### config.mk
export PLATFORM = sky130hd
export DESIGN_NAME = pmod_walker_flat
export DESIGN_NICKNAME = d
export VERILOG_FILES = /design/src/rtl/pmod_walker_pkg.sv /design/src/rtl/pmod_walker_if.sv /design/src/rtl/pmod_walker_debounce.sv /design/src/rtl/pmod_walker.sv /design/src/flat_wrapper.sv
export SDC_FILE = /design/constraint.sdc
export NUM_CORES = 1
export LEC_CHECK = 0
export BUFFER_PORTS_ARGS = -buffer_cell sky130_fd_sc_hd__buf_2
export CAP_MARGIN = 10
export CORE_MARGIN = 2
export CORE_UTILIZATION = 30
export CTS_BUF_LIST = sky130_fd_sc_hd__clkbuf_2
export CTS_CLUSTER_SIZE = 16
export DETAILED_ROUTE_END_ITERATION = 10
export GPL_TIMING_DRIVEN = 0
export PLACE_DENSITY = 0.53
export SLEW_MARGIN = 20
export SYNTH_ARGS = -nofsm -noshare
export SYNTH_HDL_FRONTEND = slang
export SYNTH_HIERARCHICAL = 1
export SYNTH_SLANG_ARGS = --single-unit
### constraint.sdc
create_clock -name CLK -period 3.4 [get_ports CLK]
set_clock_uncertainty 0.15 [all_clocks]
set_input_delay 0.17 -clock CLK [delete_from_list [all_inputs] [get_ports CLK]]
set_output_delay 0.17 -clock CLK [all_outputs]
set_load 0.05 [all_outputs]
### src/rtl/pmod_walker_pkg.sv
// Shared constants for the PMOD walking-light driver: mode encodings,
// bounce direction type and a helper for the position register width.
package pmod_walker_pkg;

    localparam logic [1:0] MODE_FWD    = 2'b00;
    localparam logic [1:0] MODE_AUTO   = 2'b01;
    localparam logic [1:0] MODE_BOUNCE = 2'b10;
    localparam logic [1:0] MODE_REV    = 2'b11;

    typedef enum logic {
        DIR_UP   = 1'b0,
        DIR_DOWN = 1'b1
    } dir_t;

    // A single channel still needs a one-bit position register.
    function automatic int pos_width(input int channels);
        return (channels > 1) ? $clog2(channels) : 1;
    endfunction

endpackage

### src/rtl/pmod_walker_if.sv
// Board-side bundle of the walker: mode select in, one-hot PMOD bus,
// press strobe and debounced LED level out.
interface pmod_walker_if #(
    parameter int CHANNELS = 24
);

    logic [1:0]          MODE;
    logic [CHANNELS-1:0] OUT;
    logic                STEP_PULSE;
    logic                LEDG_N;

    modport master (output MODE, input OUT, STEP_PULSE, LEDG_N);
    modport slave  (input MODE, output OUT, STEP_PULSE, LEDG_N);

endinterface

### src/rtl/pmod_walker_debounce.sv
// Button conditioning for the walker: two-flop synchroniser on the raw
// active-low button, a stable-count debouncer and a press edge strobe.
module button_debounce #(
    parameter int LOG2 = 16
) (
    input  logic CLK,
    input  logic RST_N,
    input  logic BTN_N,
    output logic level_n,
    output logic press_pulse
);

    localparam logic [LOG2-1:0] COUNT_MAX = '1;

    logic            sync1;
    logic            sync2;
    logic            level_d;
    logic [LOG2-1:0] count;

    // Bring the asynchronous button into the CLK domain.
    always_ff @(posedge CLK or negedge RST_N) begin
        if (!RST_N) begin
            sync1 <= 1'b1;
            sync2 <= 1'b1;
        end else begin
            sync1 <= BTN_N;
            sync2 <= sync1;
        end
    end

    // Accept a new level only after it has differed for 2^LOG2 cycles in a row.
    always_ff @(posedge CLK or negedge RST_N) begin
        if (!RST_N) begin
            level_n <= 1'b1;
            count   <= '0;
        end else if (sync2 == level_n) begin
            count <= '0;
        end else if (count == COUNT_MAX) begin
            level_n <= sync2;
            count   <= '0;
        end else begin
            count <= count + 1'b1;
        end
    end

    // Strobe for one cycle after the debounced level falls; release is silent.
    always_ff @(posedge CLK or negedge RST_N) begin
        if (!RST_N) begin
            level_d     <= 1'b1;
            press_pulse <= 1'b0;
        end else begin
            level_d     <= level_n;
            press_pulse <= level_d & ~level_n;
        end
    end

endmodule

### src/rtl/pmod_walker.sv
// One-hot walking light for the iCEBreaker-bitsy PMOD pins. Steps on a
// debounced press (forward or reverse), on a free-running auto timer, or
// ping-pongs between the end channels.
// Optional build macro PMOD_WALKER_PAUSE_EN: a press in auto/bounce modes
// toggles a pause flag that suppresses timer steps.
module pmod_walker
    import pmod_walker_pkg::*;
#(
    parameter int CHANNELS      = 24,
    parameter int DEBOUNCE_LOG2 = 16,
    parameter int AUTO_LOG2     = 20
) (
    input  logic CLK,
    input  logic RST_N,
    input  logic BTN_N,
    pmod_walker_if.slave pmod
);

    localparam int               POS_W  = pos_width(CHANNELS);
    localparam logic [POS_W-1:0] ZERO   = '0;
    localparam logic [POS_W-1:0] ONE    = POS_W'(1);
    localparam logic [POS_W-1:0] LAST   = POS_W'(CHANNELS - 1);
    localparam logic [POS_W-1:0] PENULT = (CHANNELS > 1) ? POS_W'(CHANNELS - 2) : '0;

    logic                 step_pulse;
    logic                 level_n;
    logic [AUTO_LOG2-1:0] prescaler;
    logic                 tick;
    logic                 paused;
    logic [1:0]           mode_q;
    logic [POS_W-1:0]     pos;
    logic [POS_W-1:0]     pos_next;
    dir_t                 dir;
    dir_t                 dir_next;
    logic [CHANNELS-1:0]  out_q;

    function automatic logic [POS_W-1:0] step_fwd(input logic [POS_W-1:0] p);
        return (p == LAST) ? ZERO : p + ONE;
    endfunction

    function automatic logic [POS_W-1:0] step_rev(input logic [POS_W-1:0] p);
        return (p == ZERO) ? LAST : p - ONE;
    endfunction

    button_debounce #(
        .LOG2        (DEBOUNCE_LOG2)
    ) u_debounce (
        .CLK         (CLK),
        .RST_N       (RST_N),
        .BTN_N       (BTN_N),
        .level_n     (level_n),
        .press_pulse (step_pulse)
    );

    assign tick = &prescaler;

    // Free-running step timer; mode changes leave its phase alone.
    always_ff @(posedge CLK or negedge RST_N) begin
        if (!RST_N) begin
            prescaler <= '0;
        end else begin
            prescaler <= prescaler + 1'b1;
        end
    end

`ifdef PMOD_WALKER_PAUSE_EN
    logic timed_mode;
    assign timed_mode = (pmod.MODE == MODE_AUTO) || (pmod.MODE == MODE_BOUNCE);

    // Press toggles pause in the timed modes; any manual mode clears it.
    always_ff @(posedge CLK or negedge RST_N) begin
        if (!RST_N) begin
            paused <= 1'b0;
        end else if (!timed_mode) begin
            paused <= 1'b0;
        end else if (step_pulse) begin
            paused <= ~paused;
        end
    end
`else
    assign paused = 1'b0;
`endif

    // Choose the next position and bounce direction from the mode's step source.
    always_comb begin
        pos_next = pos;
        dir_next = dir;
        case (pmod.MODE)
            MODE_FWD: begin
                if (step_pulse) pos_next = step_fwd(pos);
            end
            MODE_REV: begin
                if (step_pulse) pos_next = step_rev(pos);
            end
            MODE_AUTO: begin
                if (tick && !paused) pos_next = step_fwd(pos);
            end
            MODE_BOUNCE: begin
                if (mode_q != MODE_BOUNCE) begin
                    dir_next = DIR_UP;
                end else if (tick && !paused) begin
                    if (dir == DIR_UP) begin
                        if (pos == LAST) begin
                            dir_next = DIR_DOWN;
                            pos_next = PENULT;
                        end else begin
                            pos_next = pos + ONE;
                        end
                    end else begin
                        if (pos == ZERO) begin
                            dir_next = DIR_UP;
                            pos_next = ONE;
                        end else begin
                            pos_next = pos - ONE;
                        end
                    end
                end
            end
            default: ;
        endcase
        if (CHANNELS == 1) pos_next = ZERO;
    end

    // Position/direction state with the one-hot bus registered alongside it.
    always_ff @(posedge CLK or negedge RST_N) begin
        if (!RST_N) begin
            pos    <= ZERO;
            dir    <= DIR_UP;
            mode_q <= MODE_FWD;
            out_q  <= CHANNELS'(1);
        end else begin
            pos    <= pos_next;
            dir    <= dir_next;
            mode_q <= pmod.MODE;
            out_q  <= CHANNELS'(1) << pos_next;
        end
    end

    assign pmod.OUT        = out_q;
    assign pmod.STEP_PULSE = step_pulse;
    assign pmod.LEDG_N     = level_n;

endmodule

### src/flat_wrapper.sv
// flat-port wrapper written by rule: the top's interface ports become plain ports
module pmod_walker_flat import pmod_walker_pkg::*;
#(
    parameter int CHANNELS      = 24,
    parameter int DEBOUNCE_LOG2 = 16,
    parameter int AUTO_LOG2     = 20
)
  (CLK, RST_N, BTN_N, pmod_MODE, pmod_OUT, pmod_STEP_PULSE, pmod_LEDG_N);
  pmod_walker_if #(.CHANNELS(CHANNELS)) pmod_i ();
  input  logic CLK;
  input  logic RST_N;
  input  logic BTN_N;
  input wire logic [$bits(pmod_i.MODE)-1:0] pmod_MODE;
  output wire logic [$bits(pmod_i.OUT)-1:0] pmod_OUT;
  output wire logic [$bits(pmod_i.STEP_PULSE)-1:0] pmod_STEP_PULSE;
  output wire logic [$bits(pmod_i.LEDG_N)-1:0] pmod_LEDG_N;
  assign pmod_i.MODE = pmod_MODE;
  assign pmod_OUT = pmod_i.OUT;
  assign pmod_STEP_PULSE = pmod_i.STEP_PULSE;
  assign pmod_LEDG_N = pmod_i.LEDG_N;
  pmod_walker #(.CHANNELS(CHANNELS), .DEBOUNCE_LOG2(DEBOUNCE_LOG2), .AUTO_LOG2(AUTO_LOG2)) u_core (.CLK(CLK), .RST_N(RST_N), .BTN_N(BTN_N), .pmod(pmod_i));
endmodule
==> metrics.cfg, run 1 <==
[run_status]
status = finished with violations
violations = design-rule violations

[placement]
post-place-ws_ns = 0.364
gp_congestion = 0.890
dp.cells = 538
dp_hpwl_um = 5510
dpl_cell_area_mm2 = 0.00392
portBuffers = 30

[floorplan]
initial_core_util_pct = 31.0
dieArea_mm2 = 0.0128
rows = 39
die_y_um = 113
ioPinCount = 31
fp.coreArea_mm2 = 0.0115
fp.dieW_um = 113

[logic_synthesis]
ys_async_sr_fraction_pct = 100
synth-seq-area-share_pct = 51.3
synth_area_mm2 = 0.00357
ys_warn_count = 6
yosys-top-cells-area = dfrtp_1 48%, xnor2_1 5.9%, nor2_1 5.5%
synth-seq-cells = 73
synth_ff_type = dfrtp_1
synth_top_area_share_pct = 47.7
ys_types = 57
netlist_instances = 364
avgSynthCellArea_um2 = 9.81
synth_edf_count = 0
synth_nets = 373
synth_top_area_cell = dfrtp_1

[grt]
grt_busiest_layer = met2
grt_usage_pct = 13.2
grtUsageMet3_pct = 3.32
gr-total-overflow = 0
grt_util_met2_pct = 19.4
grtUsageMet1_pct = 18.6
grt_pass1_vias = 2825
grt_pass1_wl_um = 13600
antenna_found_initial = 0
grt_max_degree = 42

[routing]
drt-pass1-iter-count = 8
postRouteAntennaNets = 0
drc_errors = 2
wl_per_cell_um = 13.9
initialDrtViolationCount = 178
wl_um = 7740
num_vias = 2828
viasPerCell = 5.06

[worst_hold_path]
hold_path_class = in -> reg
holdPathStages = 2

[timing]
tns_ns = 0
hold_viol_final = 0
rsz0062_at_grt = false
report.final.slew_viol_count = 0
finalCritPeriodShare_pct = 89.3
layout_min_cycle_time_ns = 3.04
slew_headroom_pct = 58.2
worstMarginPinSlew_ns = 0.624
setup_violations = 0
worst_slack_ns = 0.364
max_freq_ghz = 0.329

[clock_tree]
clockBufferDepth = 2
clock-sinks = 73
post_cts_resized = 0
cts_root_buffer = clkbuf_2
htreeDepth = 3
clkTransAtPathRegs_ns = 0.20
cts_made_buffers = 9
cts_tree = yes
clock_latency_ns = 0.50

[power]
p_sw_share_pct = 31.2
combinationalPowerShare_pct = 21.7
totalPowerFinal_mw = 1.97
leakage_nw = 1.84
power_density_mw_per_mm2 = 476
switchingPower_uw = 615
p_int_mw = 1.36
seqPwrFrac_pct = 46.9
p_clk_share_pct = 31.4
vdd_drop_max_mv = 0.218

[setup_path]
cpPeakStageDelay_ns = 0.54
cp.depth = 9
critPathBufInv = 2
criticalPathCategory = reg -> reg
arrival_ns = 3.29
worst_path_max_delay_cell = nor4b_2
start_kind = flip-flop
reg2reg_depth = 9
critPathRequiredTime_ns = 3.65
worstPathCellList = inv_1 -> ha_1 -> nor4b_2 -> o21ai_0 -> and3b_1 -> nor4_4 -> inv_2 -> nand3_1 -> nor2_1
cpLargestDelayFamily = simple AND/OR/NAND/NOR gates
end_kind = flip-flop
path_max_fanout = 7

[cells_and_area]
regArea_mm2 = 0.00183
syn_to_final_growth_pct = 16.1
antenna_cells = 0
drive_above_1_share_pct = 19.0
final_cell_area_mm2 = 0.00415
fillers = 1187
multiInputGateArea_mm2 = 0.00161
final_common_cell = dfrtp_1
finalNonFillerCells = 559
fin_nets = 421
final_cell_mix = 68 x dfrtp_1, 52 x nor2_1, 38 x buf_2, 24 x xnor2_1

[job]
max_cap_violations = 0

==> sequential cells by signal, indices dropped and copies added, names as in the netlist <==
| register | flops |
|---|---|
| u_core/u_debounce/level_d | 1 |
| u_core/mode_q | 2 |
| u_core/u_debounce/press_pulse | 1 |
| u_core/u_debounce/sync1 | 1 |
| u_core/u_debounce/count | 16 |
| u_core/u_debounce/sync2 | 1 |
| u_core/dir | 1 |
| u_core/prescaler | 20 |
| u_core/pmod.OUT | 24 |
| u_core/u_debounce/level_n | 1 |
| u_core/pos | 5 |
==> synth_stat cells, drive strengths merged, types with 2 or more instances <==
| master | instances |
|---|---|
| a22oi | 2 |
| or3 | 5 |
| clkbuf | 6 |
| nand3b | 2 |
| mux2i | 2 |
| a21oi | 13 |
| o22ai | 4 |
| nor2 | 53 |
| nand2b | 2 |
| and4 | 3 |
| o32a | 2 |
| o31ai | 2 |
| inv | 17 |
| xnor2 | 24 |
| buf | 9 |
| nand2 | 24 |
| nand3 | 25 |
| mux2 | 2 |
| dfrtp | 68 |
| ha | 4 |
| and2 | 2 |
| a22o | 2 |
| or2 | 2 |
| o21ai | 15 |
| nor2b | 6 |
| o21bai | 2 |
| or4 | 2 |
| nand4 | 14 |
| a31oi | 5 |
| xor2 | 7 |
| and3 | 4 |
| dfstp | 5 |
| nor4 | 5 |
| nor3b | 2 |
| nor3 | 11 |
==> through the flow <==
| stage | util, % | hold WS, ns |
|---|---|---|
| 3_3_place_gp | 33.9 | 0.127 |
| 5_1_grt | 36.0 | 0.0765 |
| 4_1_cts | 36.0 | 0.0895 |
| 6_report | 36.0 | 0.160 |
| 2_1_floorplan | - | -0.276 |
| 3_5_place_dp | 34.1 | -0.00130 |
==> layout make-up <==
| class | count | area share [%] |
|---|---|---|
| clock buffer | 10 | 1.21 |
| inverter | 17 | 1.54 |
| tap | 143 | 4.32 |
| buffer | 15 | 1.63 |
| sequential | 73 | 44.2 |
| multi-input combinational | 259 | 38.7 |
| timing repair buffer | 37 | 5.85 |
| clock inverter | 5 | 2.50 |
==> per-layer routing <==
layer	wire length, um	vias to the layer above	share of wire, %
met4	182	0	2.4
met1	3710	1388	48
li1	-	1367	-
met2	3520	56	45
met3	327	17	4.2
met5	0	-	0
==> repair_timing <==
action | in CTS | in global routing
endpoints found under the hold margin | 76 | 0
hold buffers | 6 | 0
setup buffers | 0 | 0
==> path summary, 6_finish.rpt <==
kind | endpoint | start | slack (ns)
worst max-delay path | u_core/pmod.OUT[18]$_DFF_PN0_ | u_core/pos[0]$_DFF_PN0_ | 0.36
min in group asynchronous | u_core/u_debounce/count[6]$_DFF_PN0_ | RST_N | 0.57
worst min register to register | u_core/u_debounce/sync2$_DFF_PN1_ | u_core/u_debounce/sync1$_DFF_PN1_ | 0.22
max in group asynchronous | u_core/pmod.OUT[0]$_DFF_PN1_ | RST_N | 2.25
worst min-delay path | u_core/u_debounce/sync1$_DFF_PN1_ | BTN_N | 0.16
worst max register to register | u_core/pmod.OUT[18]$_DFF_PN0_ | u_core/pos[0]$_DFF_PN0_ | 0.36
==> cells by family after synthesis <==
group | after synthesis | synth area share [%]
adders and majority gates | 4 | 1.40
buffers and inverters | 32 | 3.68
xor gates and xnor gates | 31 | 7.60
and+or+nand+nor | 165 | 24.7
muxes | 4 | 1.19
DFF | 73 | 51.3
AOI/OAI and AO/OA | 55 | 10.1
==> power by group through the flow <==
| stage | registers, mW | logic (mW) | clock network, mW |
|---|---|---|---|
| finish | 0.925 | 0.429 | 0.619 |
| CTS | 0.926 | 0.428 | 0.651 |
| global route | 0.931 | 0.478 | 0.680 |
| detailed placement | 0.941 | 0.419 | 0 |
| global placement | 0.942 | 0.415 | 0 |
| floorplan | 0.994 | 0.251 | 0 |
Note: power is estimated with default switching activity, not from simulation.
==> inputs of run 2 (changes only) <==
- RECOVER_POWER: default -> 100
==> run 2 against run 1 <==
  * The run ends with design-rule violations, max-capacitance violations, max-slew violations left
  * Hold slack improved by 0.0013 ns
  * Clock power is essentially flat
  * Total power fell by 0.72%
  * Combinational power is 3% lower
  * Global-route usage stayed put
  * Register-to-register slack worse by 0.05 ns
  * Largest power group unchanged
==> metrics.cfg, run 2 (synthesized netlist as in run 1, its figures left out) <==
[clock_tree]
cts_made_buffers = 9
clkTransAtPathRegs_ns = 0.20
cts_root_buffer = clkbuf_2
clock_latency_ns = 0.50
clock-sinks = 73
clockBufferDepth = 2
htreeDepth = 3
cts_tree = yes

[setup_path]
start_kind = flip-flop
reg2reg_depth = 9
endpoint = u_core/pmod.OUT[2]$_DFF_PN0_
r2r_start = u_core/pos[0]$_DFF_PN0_
worst_path_max_delay_cell = nor4b_2
crit_start = u_core/pos[0]$_DFF_PN0_
path_max_fanout = 7
criticalPathCategory = reg -> reg
arrival_ns = 3.34
critPathRequiredTime_ns = 3.66
reg2reg_slack_ns = 0.31
worstPathCellList = inv_1 -> ha_1 -> nor4b_2 -> o21ai_0 -> and3b_1 -> nor4_4 -> inv_1 -> nand3_1 -> nor2_1
path_common_cell = inv_1
cpPeakStageDelay_ns = 0.54
end_kind = flip-flop
rr_endpoint = u_core/pmod.OUT[2]$_DFF_PN0_

[run_status]
status = finished with violations
violations = design-rule violations, max-capacitance violations, max-slew violations

[placement]
gp_congestion = 0.890
dp.cells = 538
portBuffers = 30
dpl_cell_area_mm2 = 0.00392
dp_hpwl_um = 5510
post-place-ws_ns = 0.364

[cells_and_area]
final_core_util_pct = 35.2
final_cell_mix = 68 x dfrtp_1, 53 x nor2_1, 37 x clkbuf_1
antenna_cells = 0
final_common_cell = dfrtp_1
syn_to_final_growth_pct = 13.5
finalNonFillerCells = 559
final_cell_area_mm2 = 0.00405
fin_nets = 421
drive_above_1_share_pct = 9.13
largest_reg_flops = 24
fillers = 1216

[power]
totalPowerFinal_mw = 1.96
vdd_drop_max_mv = 0.207
leakage_nw = 1.71
power_density_mw_per_mm2 = 483

[floorplan]
fp.dieW_um = 113
dieArea_mm2 = 0.0128
ioPinCount = 31
initial_core_util_pct = 31.0
rows = 39
die_y_um = 113
fp.coreArea_mm2 = 0.0115

[timing]
fin_hold_ws_ns = 0.162
worst_slack_ns = 0.315
max_freq_ghz = 0.324
finalCritPeriodShare_pct = 90.7
slew_headroom_pct = -17.6
hold_viol_final = 0
layout_min_cycle_time_ns = 3.09
report.final.slew_viol_count = 71
tns_ns = 0
setup_violations = 0
rsz0062_at_grt = false
worstMarginPinSlew_ns = 1.76

[routing]
wl_per_cell_um = 13.8
drt-pass1-iter-count = 7
drc_errors = 2
num_vias = 2828
viasPerCell = 5.06
wl_um = 7730
postRouteAntennaNets = 0
initialDrtViolationCount = 209

[grt]
grt_usage_pct = 13.2
gr-total-overflow = 0
grt_pass1_vias = 2825
grt_pass1_wl_um = 13600
grt_max_degree = 42
antenna_found_initial = 0

[job]
max_cap_violations = 2

[worst_hold_path]
hold_path_class = in -> reg

run 2: changes by cell type in the layout (fill, tap and decap cells not counted), sizes merged:
| cell | change |
|---|---|
| dlymetal6s4s | +1 |
| clkbuf | +31 |
| buf | -32 |
run 2: timing repair:
item,4_1_cts,5_1_grt
setup buffers,0,0
resized for setup,0,0
hold buffers,6,0
endpoints found under the hold margin,76,0
run 2: cell type report:
type                    instances  area, um^2  share of cell area [%]
plain buffers                  15        65.1                    1.61
clock buffers                  10        50.0                    1.24
clock inverters                 5         104                    2.56
inverters                      17        63.8                    1.58
multi-input cells             259        1580                    38.9
flip-flops and latches         73        1830                    45.2
well taps                     143         179                    4.42
repair buffers                 37         181                    4.48
run 2: report_power, final:
part	leakage, nW	switching [mW]	total [mW]	internal [mW]
registers	0.967	0.0199	0.926	0.906
logic	0.646	0.291	0.415	0.124
clock network	0.0924	0.300	0.618	0.318
run 2: worst min-delay path by stage:
| stage | start | end | slack, ns | cells after the start |
|---|---|---|---|---|
| floorplan | RST_N | u_core/dir$_DFFE_PN0P_ | -0.28 | 0 |
| global placement | BTN_N | u_core/u_debounce/sync1$_DFF_PN1_ | 0.13 | 1 |
| detailed placement | RST_N | u_core/u_debounce/count[1]$_DFF_PN0_ | -0.001 | 1 |
| CTS | BTN_N | u_core/u_debounce/sync1$_DFF_PN1_ | 0.09 | 2 |
| global route | BTN_N | u_core/u_debounce/sync1$_DFF_PN1_ | 0.08 | 2 |
| finish | BTN_N | u_core/u_debounce/sync1$_DFF_PN1_ | 0.16 | 2 |
run 2: routing by layer:
| metal | wire length [um] | track usage (%) | vias to the layer above |
|---|---|---|---|
| li1 | - | - | 1365 |
| met1 | 3670 | 18.6 | 1387 |
| met2 | 3550 | 19.4 | 65 |
| met3 | 403 | 3.32 | 11 |
| met4 | 116 | 5.28 | 0 |
| met5 | 0 | 0 | - |
run 2: critical path, delay by kind of cell, from the launching register on:
kind / cells / cell delay [ns]
simple gates: 5 / 1.45
flops: 1 / 0.50
buf+inv: 2 / 0.42
fa+ha+maj: 1 / 0.34
compound gates: 1 / 0.15
